===== src/rtl/lrn_addr_sequencer.sv =====
// lrn_addr_sequencer
//   Address sequencer for the LRN engine. Walks a 4-D tensor (dim4 x dim3 x
//   dim2 x dim1) in one of two traversal orders. It issues read addresses in
//   windows of up to burst_len pixels, waits for the window buffer to fill,
//   then accepts one normalized result per pixel and issues a padded write
//   address for each result.
//
//   Handshake: a result transfers on a cycle where res_valid and res_ready are
//   both high at the rising edge of core_clk. res_ready depends only on the
//   FSM state, never on res_valid. A producer holds res_valid (and its data)
//   until the transfer. A res_valid outside PROCESS is not consumed.
//
// Ports
//   core_clk, reset            clock, asynchronous active-high reset
//   start                      begin a layer (only honoured in IDLE)
//   dim4..dim1, padding_num,
//   order_mode, burst_len      layer configuration, sampled on an accepted start
//   win_full                   window buffer loaded
//   res_valid / res_ready      result handshake
//   r_addr, r_enable           registered read address and strobe
//   w_addr, w_enable           registered write address and strobe
//   busy, done, cfg_err        status: layer in progress, layer complete pulse,
//                              start rejected pulse
//   dbg_state                  current FSM state (debug visibility)
module lrn_addr_sequencer #(
    parameter int N_WIDTH     = 2,
    parameter int M_WIDTH     = 10,
    parameter int E_WIDTH     = 6,
    parameter int F_WIDTH     = 6,
    parameter int V_WIDTH     = 2,
    parameter int ADDR_WIDTH  = 20,
    parameter int BURST_WIDTH = 4
) (
    input  logic                   core_clk,
    input  logic                   reset,
    input  logic                   start,
    input  logic [N_WIDTH-1:0]     dim4,
    input  logic [M_WIDTH-1:0]     dim3,
    input  logic [E_WIDTH-1:0]     dim2,
    input  logic [F_WIDTH-1:0]     dim1,
    input  logic [V_WIDTH-1:0]     padding_num,
    input  logic                   order_mode,
    input  logic [BURST_WIDTH-1:0] burst_len,
    input  logic                   win_full,
    input  logic                   res_valid,
    output logic                   res_ready,
    output logic [ADDR_WIDTH-1:0]  r_addr,
    output logic                   r_enable,
    output logic [ADDR_WIDTH-1:0]  w_addr,
    output logic                   w_enable,
    output logic                   busy,
    output logic                   done,
    output logic                   cfg_err,
    output logic [2:0]             dbg_state
);

    localparam int AW = ADDR_WIDTH;
    localparam int BW = BURST_WIDTH;
    localparam int TW = N_WIDTH + M_WIDTH + E_WIDTH + F_WIDTH;

    typedef enum logic [2:0] {
        S_IDLE    = 3'd0,
        S_CFG     = 3'd1,
        S_READ    = 3'd2,
        S_PROCESS = 3'd3,
        S_DONE    = 3'd4
    } state_t;

    // One tensor coordinate; the same shape also holds the dimensions.
    typedef struct packed {
        logic [N_WIDTH-1:0] i4;
        logic [M_WIDTH-1:0] i3;
        logic [E_WIDTH-1:0] i2;
        logic [F_WIDTH-1:0] i1;
    } idx_t;

    state_t            state, state_nxt;

    idx_t              dim_q;
    logic [V_WIDTH-1:0] pad_q;
    logic              mode_q;
    logic [BW-1:0]     burst_q;

    logic [AW-1:0]     s3, s4, p2, w3, w4;
    logic [TW-1:0]     t_total;
    logic [TW-1:0]     wr_count;
    logic [BW-1:0]     win_len, rd_beats, wr_beats;
    logic              wf_seen;
    idx_t              rd_idx, wr_idx;

    // Advance a coordinate by one pixel in the selected order; each index
    // wraps at its dimension and carries into the next slower index.
    function automatic idx_t next_idx(input idx_t c, input idx_t d, input logic mode);
        idx_t n;
        logic l4, l3, l2, l1;
        n  = c;
        l4 = (c.i4 == d.i4 - N_WIDTH'(1));
        l3 = (c.i3 == d.i3 - M_WIDTH'(1));
        l2 = (c.i2 == d.i2 - E_WIDTH'(1));
        l1 = (c.i1 == d.i1 - F_WIDTH'(1));
        if (!mode) begin
            // i4 fastest, then i3, i2, i1
            n.i4 = l4 ? '0 : c.i4 + N_WIDTH'(1);
            if (l4) begin
                n.i3 = l3 ? '0 : c.i3 + M_WIDTH'(1);
                if (l3) begin
                    n.i2 = l2 ? '0 : c.i2 + E_WIDTH'(1);
                    if (l2) n.i1 = l1 ? '0 : c.i1 + F_WIDTH'(1);
                end
            end
        end else begin
            // i2 fastest, then i1, i3, i4
            n.i2 = l2 ? '0 : c.i2 + E_WIDTH'(1);
            if (l2) begin
                n.i1 = l1 ? '0 : c.i1 + F_WIDTH'(1);
                if (l1) begin
                    n.i3 = l3 ? '0 : c.i3 + M_WIDTH'(1);
                    if (l3) n.i4 = l4 ? '0 : c.i4 + N_WIDTH'(1);
                end
            end
        end
        return n;
    endfunction

    function automatic logic [BW-1:0] clip_win(input logic [TW-1:0] rem, input logic [BW-1:0] b);
        if (rem < TW'(b)) return rem[BW-1:0];
        return b;
    endfunction

    // ---------------- combinational helpers ----------------
    logic          cfg_ok;
    logic [TW-1:0] total_c;
    logic [AW-1:0] pad2_c, p1_c, p2_c, w3_c;
    logic [AW-1:0] rd_addr_c, wr_addr_c;
    logic          read_go, read_exit, hs, wr_last, layer_end;
    logic [TW-1:0] wr_count_inc;

    assign cfg_ok = (dim4 != '0) && (dim3 != '0) && (dim2 != '0) &&
                    (dim1 != '0) && (burst_len != '0);

    assign total_c = TW'(dim_q.i4) * TW'(dim_q.i3) * TW'(dim_q.i2) * TW'(dim_q.i1);
    assign pad2_c  = AW'(pad_q) << 1;
    assign p1_c    = AW'(dim_q.i1) + pad2_c;
    assign p2_c    = AW'(dim_q.i2) + pad2_c;
    assign w3_c    = p1_c * p2_c;

    assign rd_addr_c = AW'(rd_idx.i4) * s4 + AW'(rd_idx.i3) * s3 +
                       AW'(rd_idx.i1) * AW'(dim_q.i2) + AW'(rd_idx.i2);
    assign wr_addr_c = AW'(wr_idx.i4) * w4 + AW'(wr_idx.i3) * w3 +
                       (AW'(wr_idx.i1) + AW'(pad_q)) * p2 +
                       AW'(wr_idx.i2) + AW'(pad_q);

    assign read_go      = (state == S_READ) && (rd_beats != win_len);
    // An early win_full is remembered in wf_seen until the beats complete.
    assign read_exit    = (state == S_READ) && (rd_beats == win_len) && (win_full || wf_seen);
    assign hs           = (state == S_PROCESS) && res_valid;
    // Leave PROCESS on the handshake that completes the window so res_ready
    // never stays high for a result that would not be used.
    assign wr_last      = hs && (wr_beats == win_len - BW'(1));
    assign wr_count_inc = wr_count + TW'(1);
    assign layer_end    = (wr_count_inc == t_total);

    // ---------------- FSM ----------------
    always_ff @(posedge core_clk or posedge reset) begin
        if (reset) state <= S_IDLE;
        else       state <= state_nxt;
    end

    always_comb begin
        state_nxt = state;
        case (state)
            S_IDLE:    if (start && cfg_ok) state_nxt = S_CFG;
            S_CFG:     state_nxt = S_READ;
            S_READ:    if (read_exit) state_nxt = S_PROCESS;
            S_PROCESS: if (wr_last) state_nxt = layer_end ? S_DONE : S_READ;
            S_DONE:    state_nxt = S_IDLE;
            default:   state_nxt = S_IDLE;
        endcase
    end

    assign res_ready = (state == S_PROCESS);
    assign busy      = (state != S_IDLE);
    assign done      = (state == S_DONE);
    assign dbg_state = state;

    // ---------------- datapath ----------------
    always_ff @(posedge core_clk or posedge reset) begin
        if (reset) begin
            dim_q    <= '0;
            pad_q    <= '0;
            mode_q   <= 1'b0;
            burst_q  <= '0;
            s3       <= '0;
            s4       <= '0;
            p2       <= '0;
            w3       <= '0;
            w4       <= '0;
            t_total  <= '0;
            wr_count <= '0;
            win_len  <= '0;
            rd_beats <= '0;
            wr_beats <= '0;
            wf_seen  <= 1'b0;
            rd_idx   <= '0;
            wr_idx   <= '0;
            r_addr   <= '0;
            r_enable <= 1'b0;
            w_addr   <= '0;
            w_enable <= 1'b0;
            cfg_err  <= 1'b0;
        end else begin
            r_enable <= 1'b0;
            w_enable <= 1'b0;
            cfg_err  <= 1'b0;
            case (state)
                S_IDLE: begin
                    if (start) begin
                        if (cfg_ok) begin
                            dim_q    <= '{i4: dim4, i3: dim3, i2: dim2, i1: dim1};
                            pad_q    <= padding_num;
                            mode_q   <= order_mode;
                            burst_q  <= burst_len;
                            wr_count <= '0;
                            rd_idx   <= '0;
                            wr_idx   <= '0;
                            wf_seen  <= 1'b0;
                        end else begin
                            cfg_err <= 1'b1;
                        end
                    end
                end
                S_CFG: begin
                    s3       <= AW'(dim_q.i1) * AW'(dim_q.i2);
                    s4       <= AW'(dim_q.i1) * AW'(dim_q.i2) * AW'(dim_q.i3);
                    p2       <= p2_c;
                    w3       <= w3_c;
                    w4       <= w3_c * AW'(dim_q.i3);
                    t_total  <= total_c;
                    win_len  <= clip_win(total_c, burst_q);
                    rd_beats <= '0;
                    wr_beats <= '0;
                end
                S_READ: begin
                    if (read_go) begin
                        r_enable <= 1'b1;
                        r_addr   <= rd_addr_c;
                        rd_idx   <= next_idx(rd_idx, dim_q, mode_q);
                        rd_beats <= rd_beats + BW'(1);
                    end
                    if (read_exit)     wf_seen <= 1'b0;
                    else if (win_full) wf_seen <= 1'b1;
                end
                S_PROCESS: begin
                    if (hs) begin
                        w_enable <= 1'b1;
                        w_addr   <= wr_addr_c;
                        wr_idx   <= next_idx(wr_idx, dim_q, mode_q);
                        wr_beats <= wr_beats + BW'(1);
                        wr_count <= wr_count_inc;
                    end
                    if (wr_last) begin
                        rd_beats <= '0;
                        wr_beats <= '0;
                        win_len  <= clip_win(t_total - wr_count_inc, burst_q);
                    end
                end
                default: ;
            endcase
        end
    end

endmodule


===== config.mk =====
export PLATFORM = sky130hd
export DESIGN_NAME = lrn_addr_sequencer
export DESIGN_NICKNAME = d
export VERILOG_FILES = /design/src/rtl/lrn_addr_sequencer.sv
export SDC_FILE = /design/constraint.sdc
export NUM_CORES = 2
export LEC_CHECK = 0
export CAP_MARGIN = 10
export CORE_UTILIZATION = 60
export DETAILED_ROUTE_END_ITERATION = 12
export MAX_ROUTING_LAYER = met4
export PLACE_DENSITY = 0.83
export SETUP_SLACK_MARGIN = 0.1
export SLEW_MARGIN = 20
export SYNTH_ARGS = -nofsm -noshare
export SYNTH_HDL_FRONTEND = slang
export SYNTH_SLANG_ARGS = --single-unit
export TNS_END_PERCENT = 50

===== constraint.sdc =====
create_clock -name core_clk -period 14.2 [get_ports core_clk]
set_input_delay 2.84 -clock core_clk [delete_from_list [all_inputs] [get_ports core_clk]]
set_output_delay 2.84 -clock core_clk [all_outputs]
set_load 0.01 [all_outputs]

* Word-level counts from Yosys, hierarchy flattened
Cells that the tools add are included.
** Storage, ports and cells
- Flip-flop bits (word level) :: 278
- Bits of input ports :: 36
** Cells by class
- $add $sub $neg :: 27
- $mul :: 13
- Order comparisons :: 2
- Equality and inequality tests :: 35
- Muxes and demuxes :: 64
- Reductions and logical operators :: 37
** Operators by type and width (number)
- 24-bit 2-to-1 mux :: 7
- 24-bit one-hot mux with 2 select lines :: 3
- 12-bit 2-to-1 mux :: 6
- 20-bit adder :: 3
- 24-bit by 4-bit less-than comparator with 1-bit output :: 2
- 22-bit 2-to-1 mux :: 2
- 20-bit by 6-bit adder with 20-bit output :: 2
- 2-bit by 20-bit multiplier with 20-bit output :: 2
- 4-bit 2-to-1 mux :: 9
- 6-bit 2-to-1 mux :: 6
- 7-bit AND reduction :: 4
- 24-bit by 1-bit adder with 24-bit output (second input constant) :: 1
- 6-bit by 1-bit adder with 6-bit output (second input constant) :: 4
- 24-bit equality test :: 1
- 6-bit equality test :: 4
- 18-bit by 6-bit multiplier with 24-bit output :: 1
- 6-bit by 6-bit multiplier with 12-bit output :: 2
- 3-bit by 2-bit != test with 1-bit output (second input constant) :: 8
- 24-bit subtractor :: 1
- 10-bit by 1-bit adder with 10-bit output (second input constant) :: 2
- 20-bit by 12-bit adder with 20-bit output :: 1
- 20-bit by 2-bit adder with 20-bit output :: 1
- 10-bit equality test :: 2
- 10-bit by 12-bit multiplier with 20-bit output :: 1
- other kinds (45) :: 103

* Logic depth before layout (Yosys ltp)
- Word-level depth :: 9
- Mapped depth :: 46
- Mapped depth without buffers :: 43

* Worst setup path before layout
No wires, ideal clock.
- Kind :: register to register
- Start point :: register dim_q[22] (netlist name)
- End point :: register win_len[3]
- Setup time :: 0.092 ns
- Arrival :: 10.053 ns
- Required time :: 14.108 ns
- Slack :: 4.055 ns
- Stages on the path, launching flop included :: 46
- Buffers on the path :: 3
- Cells stage by stage :: dfrtp_1 clkbuf_1 clkbuf_1 and2_1 ha_1 inv_1 fa_1 nor2b_1 o21ai_0 a21boi_0 o21ai_0 a21boi_0 o21ai_0 nand2b_1 xor2_1 and2_1 fa_1 fa_1 [... 10 more ...] fa_1 inv_1 fa_1 inv_1 fa_1 inv_1 ha_1 clkbuf_8 a21oi_1 o21ai_0 and2_1 a31o_2 nor4_1 o211ai_1 or4_4 nor4b_4 nor3_2 o31ai_2
** Between the ends
- Word-level cells in the longest chain between the ends :: 8
** RTL lines
- from (decl) :: line 79 : idx_t dim_q;
- from (signal assigned) :: line 219 : dim_q <= '{i4: dim4, i3: dim3, i2: dim2, i1: dim1};
- 2-bit by 10-bit multiplier with 12-bit output (*) :: line 141 : assign total_c = TW'(dim_q.i4) * TW'(dim_q.i3) * TW'(dim_q.i2) * TW'(dim_q.i1);
- 12-bit by 6-bit multiplier with 18-bit output (*) :: line 141
- 18-bit by 6-bit multiplier with 24-bit output (*) :: line 141
- 24-bit by 4-bit less-than comparator with 1-bit output :: line 126 : if (rem < TW'(b)) return rem[BW-1:0];
- 1-bit 2-to-1 mux :: line 126
- 1-bit 2-to-1 mux :: line 215 : case (state)
- 4-bit 2-to-1 mux (*) :: line 127 : return b;
- 4-bit one-hot mux with 2 select lines (*) :: line 215
- to (signal assigned) :: line 239 : win_len <= clip_win(total_c, burst_q);
- to (signal assigned) :: line 264 : win_len <= clip_win(t_total - wr_count_inc, burst_q);
- to (decl) :: line 87 : logic [BW-1:0] win_len, rd_beats, wr_beats;
Mark *: on every way between the ends. The rest lies on a longest branch, timed or not. The select of a mux whose other input is x is not followed.
A chain may end at the register's enable or synchronous reset.

* Worst setup path in the final report
- Start point :: register dim_q[13] (netlist name)
- End point :: register win_len[3]
Same word-level chain as after synthesis.

==> run summary <==
====================================================================================
Cells after DPL                                                                5,885
Sort of element at the end of the critical path                            flip-flop
Post_cts resized                                                                   0
Global Route met2 Usage                                                        51.0%
Number of nets in the synthesized netlist                                      6,169
List of most frequent post-synthesis cells                              818 x sky130_fd_sc_hd__nand2_1, 810 x sky130_fd_sc_hd__inv_1, 647 x sky130_fd_sc_hd__fa_1
Initial cell density of the core                                               61.1%
Clock Skew                                                                 0.0216 ns
Root cell of the clock tree                                             sky130_fd_sc_hd__clkbuf_16
Worst Tran Pin Value                                                         1.10 ns
Antenna diode count                                                                0
Post-synthesis to final-layout area growth                                     5.93%
Share of cells above drive strength 1                                          3.26%
Core Rows                                                                         98
Wire length of the first global-routing pass                              183,000 um
Storage element area                                                     0.00643 mm2
Required time of the worst setup path                                       14.68 ns
Avg Synthesized Cell Area                                                   8.75 um2
Met3 routing resource usage after global routing                               5.82%
Clock-pin transition on the worst setup and hold timing paths                0.07 ns
Number of DRC markers after the initial detailed-route iteration               2,660
Max-Slew Margin vs Limit                                                       26.6%
Dominant cell by count in the synthesized netlist                       sky130_fd_sc_hd__nand2_1
Share of the synthesized area in the top cell type                             29.4%
Detail Route Antenna Nets                                                          0
Horizontal extent of the die                                                  273 um
Clock network latency to the later pin of the worst-skew pair                0.58 ns
Global placer's final weighted congestion                                      0.991
Max Fclk                                                                    86.4 MHz
Post-Layout Inst Area                                                     0.0467 mm2
Source of the worst hold timing path                                    w_addr[1]$_DFFE_PP0P_
Launch point of the worst reg-to-reg path                               dim_q[13]$_DFFE_PP0P_
Final number of hold-violating endpoints                                           0
Maximum fanout along the worst path                                               28
Run status                                                              complete, no violations
#FFs+latches synth                                                               257
Clock sink count                                                                 257
Maximum level of the CTS H-tree                                                    2
Post-CTS Setup Bufs                                                                0
Post-layout instance count excluding filler cells                              5,948
Unrepaired setup endpoints after global routing                                false
Origin of the worst setup path                                          dim_q[13]$_DFFE_PP0P_
Cts bufs inserted                                                                 35
DRC errors left                                                                    0
Hold crit path type                                                     flip-flop to flip-flop
Antenna violations before repair                                                   0
Crit share post-route                                                          81.5%
Synth Warn #                                                                       0
Buffer levels on the longest clock path                                            3
Total negative slack for setup checks                                           0 ns
Worst-case vdd ir drop                                                      0.149 mV
Drt pass-1 iters                                                                   5
Largest cells by area after synthesis                                   sky130_fd_sc_hd__fa_1 29%, sky130_fd_sc_hd__dfrtp_1 15%, sky130_fd_sc_hd__ha_1 13%
Seq/Total Area, Yosys                                                          14.6%
Dominant register cell in the synthesized netlist                       sky130_fd_sc_hd__dfrtp_1
Met1 GRT Util                                                                  38.3%
Leakage power                                                                23.3 nW
Max capacitance violation total                                                    0
Total Die Area                                                            0.0745 mm2
Number of vias per cell after detailed routing                                  5.82
Final Routed Wirelength                                                   109,000 um
Gr ovfl total                                                                      0
Layout filler cell count                                                       5,673
Placeable core region                                                     0.0721 mm2
Nature of the critical path startpoint                                     flip-flop
Number of library cell types mapped by synthesis                                  85
CTS tree                                                                         yes
Pin count of the biggest net entering global routing                             158
Detail Placement HPWL                                                      83,900 um
Minimum period implied by the final worst setup slack                       11.57 ns
Power density of the placed cells                                         143 mW/mm2
Stage delay of the slowest cell on the critical path                         1.00 ns
Cell taking the most area after synthesis                               sky130_fd_sc_hd__fa_1
Share of flip-flops with an asynchronous set or reset after synthesis           100%
Number of flops mapped to enable cells by yosys                                    0
Post-synthesis cell area                                                  0.0440 mm2
Number of I/O port buffers                                                        84
Total I/O pin count                                                               85
Post-layout net count                                                          6,108
Post-DP Area                                                              0.0455 mm2
Most frequent CP cell                                                   sky130_fd_sc_hd__fa_1
Multi-input gate area                                                     0.0337 mm2
Routed length per instance                                                   18.4 um
Final count of pins violating max slew                                             0
Critical path type                                                      flip-flop to flip-flop
Vias after detailed routing                                                   34,611
Cell count after synthesis                                                     5,033
Slowest stage cell on the critical path                                 sky130_fd_sc_hd__dfrtp_1
Global-route usage over all layers                                             31.5%
Global-route layer with the greatest usage                                      met2
Final setup fails                                                                  0
Die extent in y                                                               273 um
Critical Path AT                                                            12.05 ns
Number of buffers inserted by hold repair at cts                                   0
Number of global-route vias before repair                                     36,419
====================================================================================
## cell type report
cell class	count	area share [%]
Tap cell	950	2.55
Clock buffer	49	2.12
Inverter	812	6.55
Sequential cell	257	13.8
Clock inverter	14	0.228
Timing Repair Buffer	122	2.44
Multi-Input combinational cell	3744	72.3
## cell usage in the layout, fill, tap and decap left out, types with 84 or more instances in the layout
cell	n
sky130_fd_sc_hd__inv_1	809
sky130_fd_sc_hd__and2_1	425
sky130_fd_sc_hd__nand2_1	817
sky130_fd_sc_hd__xor2_1	94
sky130_fd_sc_hd__fa_1	647
sky130_fd_sc_hd__clkdlybuf4s50_1	84
sky130_fd_sc_hd__a21oi_1	96
sky130_fd_sc_hd__xnor2_1	144
sky130_fd_sc_hd__ha_1	453
sky130_fd_sc_hd__o21ai_0	215
sky130_fd_sc_hd__dfrtp_1	256
sky130_fd_sc_hd__nor2_1	169
## worst max-delay path, delay by kind of cell (launching register included)
family                     cells  cell delay (ns)
and+or+nand+nor               10             2.35
adders and majority gates     10             4.32
AOI/OAI and AO/OA             14             2.65
buffers and inverters          6             0.30
DFF                            1             1.00
xor gates and xnor gates       2             0.84
## cells by family (layout without fill, tap and decap cells)
logic type      Yosys count  after routing  share of synthesized area, %
buf+inv                1032            997                          8.90
simple gates           1794           1794                          19.8
compound gates          557            557                          7.94
xor+xnor                258            258                          5.63
mux                      35             35                         0.898
flops                   257            257                          14.6
fa+ha+maj              1100           1100                          42.3
## metrics by stage
stage                     setup slack (ns)  total power [mW]  util (%)  hold WS, ns
final                                 2.63              6.68      64.7        0.475
after global routing                  1.84              7.32      64.7        0.491
after CTS                             2.74              6.63      64.7        0.480
after detailed placement              2.80              5.72      63.2        0.464
after global placement                3.08              5.56      63.2        0.458
after floorplan                       4.06              4.46         -        0.450
## report_power, final
part	switching [mW]	internal (mW)	leakage (nW)
clock network	0.385	0.492	0.538
logic	2.72	1.84	19.3
registers	0.349	0.896	3.43
## path summary, 6_finish.rpt
check                                          to  slack (ns)  cells after the start
max                        win_len[3]$_DFFE_PP0P_        2.63                     42
min                         w_addr[1]$_DFFE_PP0P_        0.48                      2
max reg2reg                win_len[3]$_DFFE_PP0P_        2.63                     42
min reg2reg                 w_addr[1]$_DFFE_PP0P_        0.48                      2
max in group asynchronous      w4[15]$_DFFE_PP0P_       10.03                      3
min in group asynchronous   rd_idx[7]$_DFFE_PP0P_        2.82                      2
## sequential cells by signal, indices dropped and copies added (netlist names), 2 cells and up
register and count:
rd_idx 24, dim_q 24, s4 20, w3 13, r_addr 20, rd_beats 4, pad_q 2, p2 7
burst_q 4, w_addr 20, wr_beats 4, s3 12, wr_count 24, dbg_state 3, win_len 4, w4 19
t_total 24, wr_idx 24
## layer usage
metal | wire [um] | share of wire [%] | up-vias
met1 | 43500 | 40 | 17198
met4 | 5600 | 5.1 | 0
met2 | 51600 | 47 | 1381
met5 | 0 | 0 | -
met3 | 8440 | 7.7 | 320
li1 | - | - | 15712
Power figures use the tool's default switching activity.
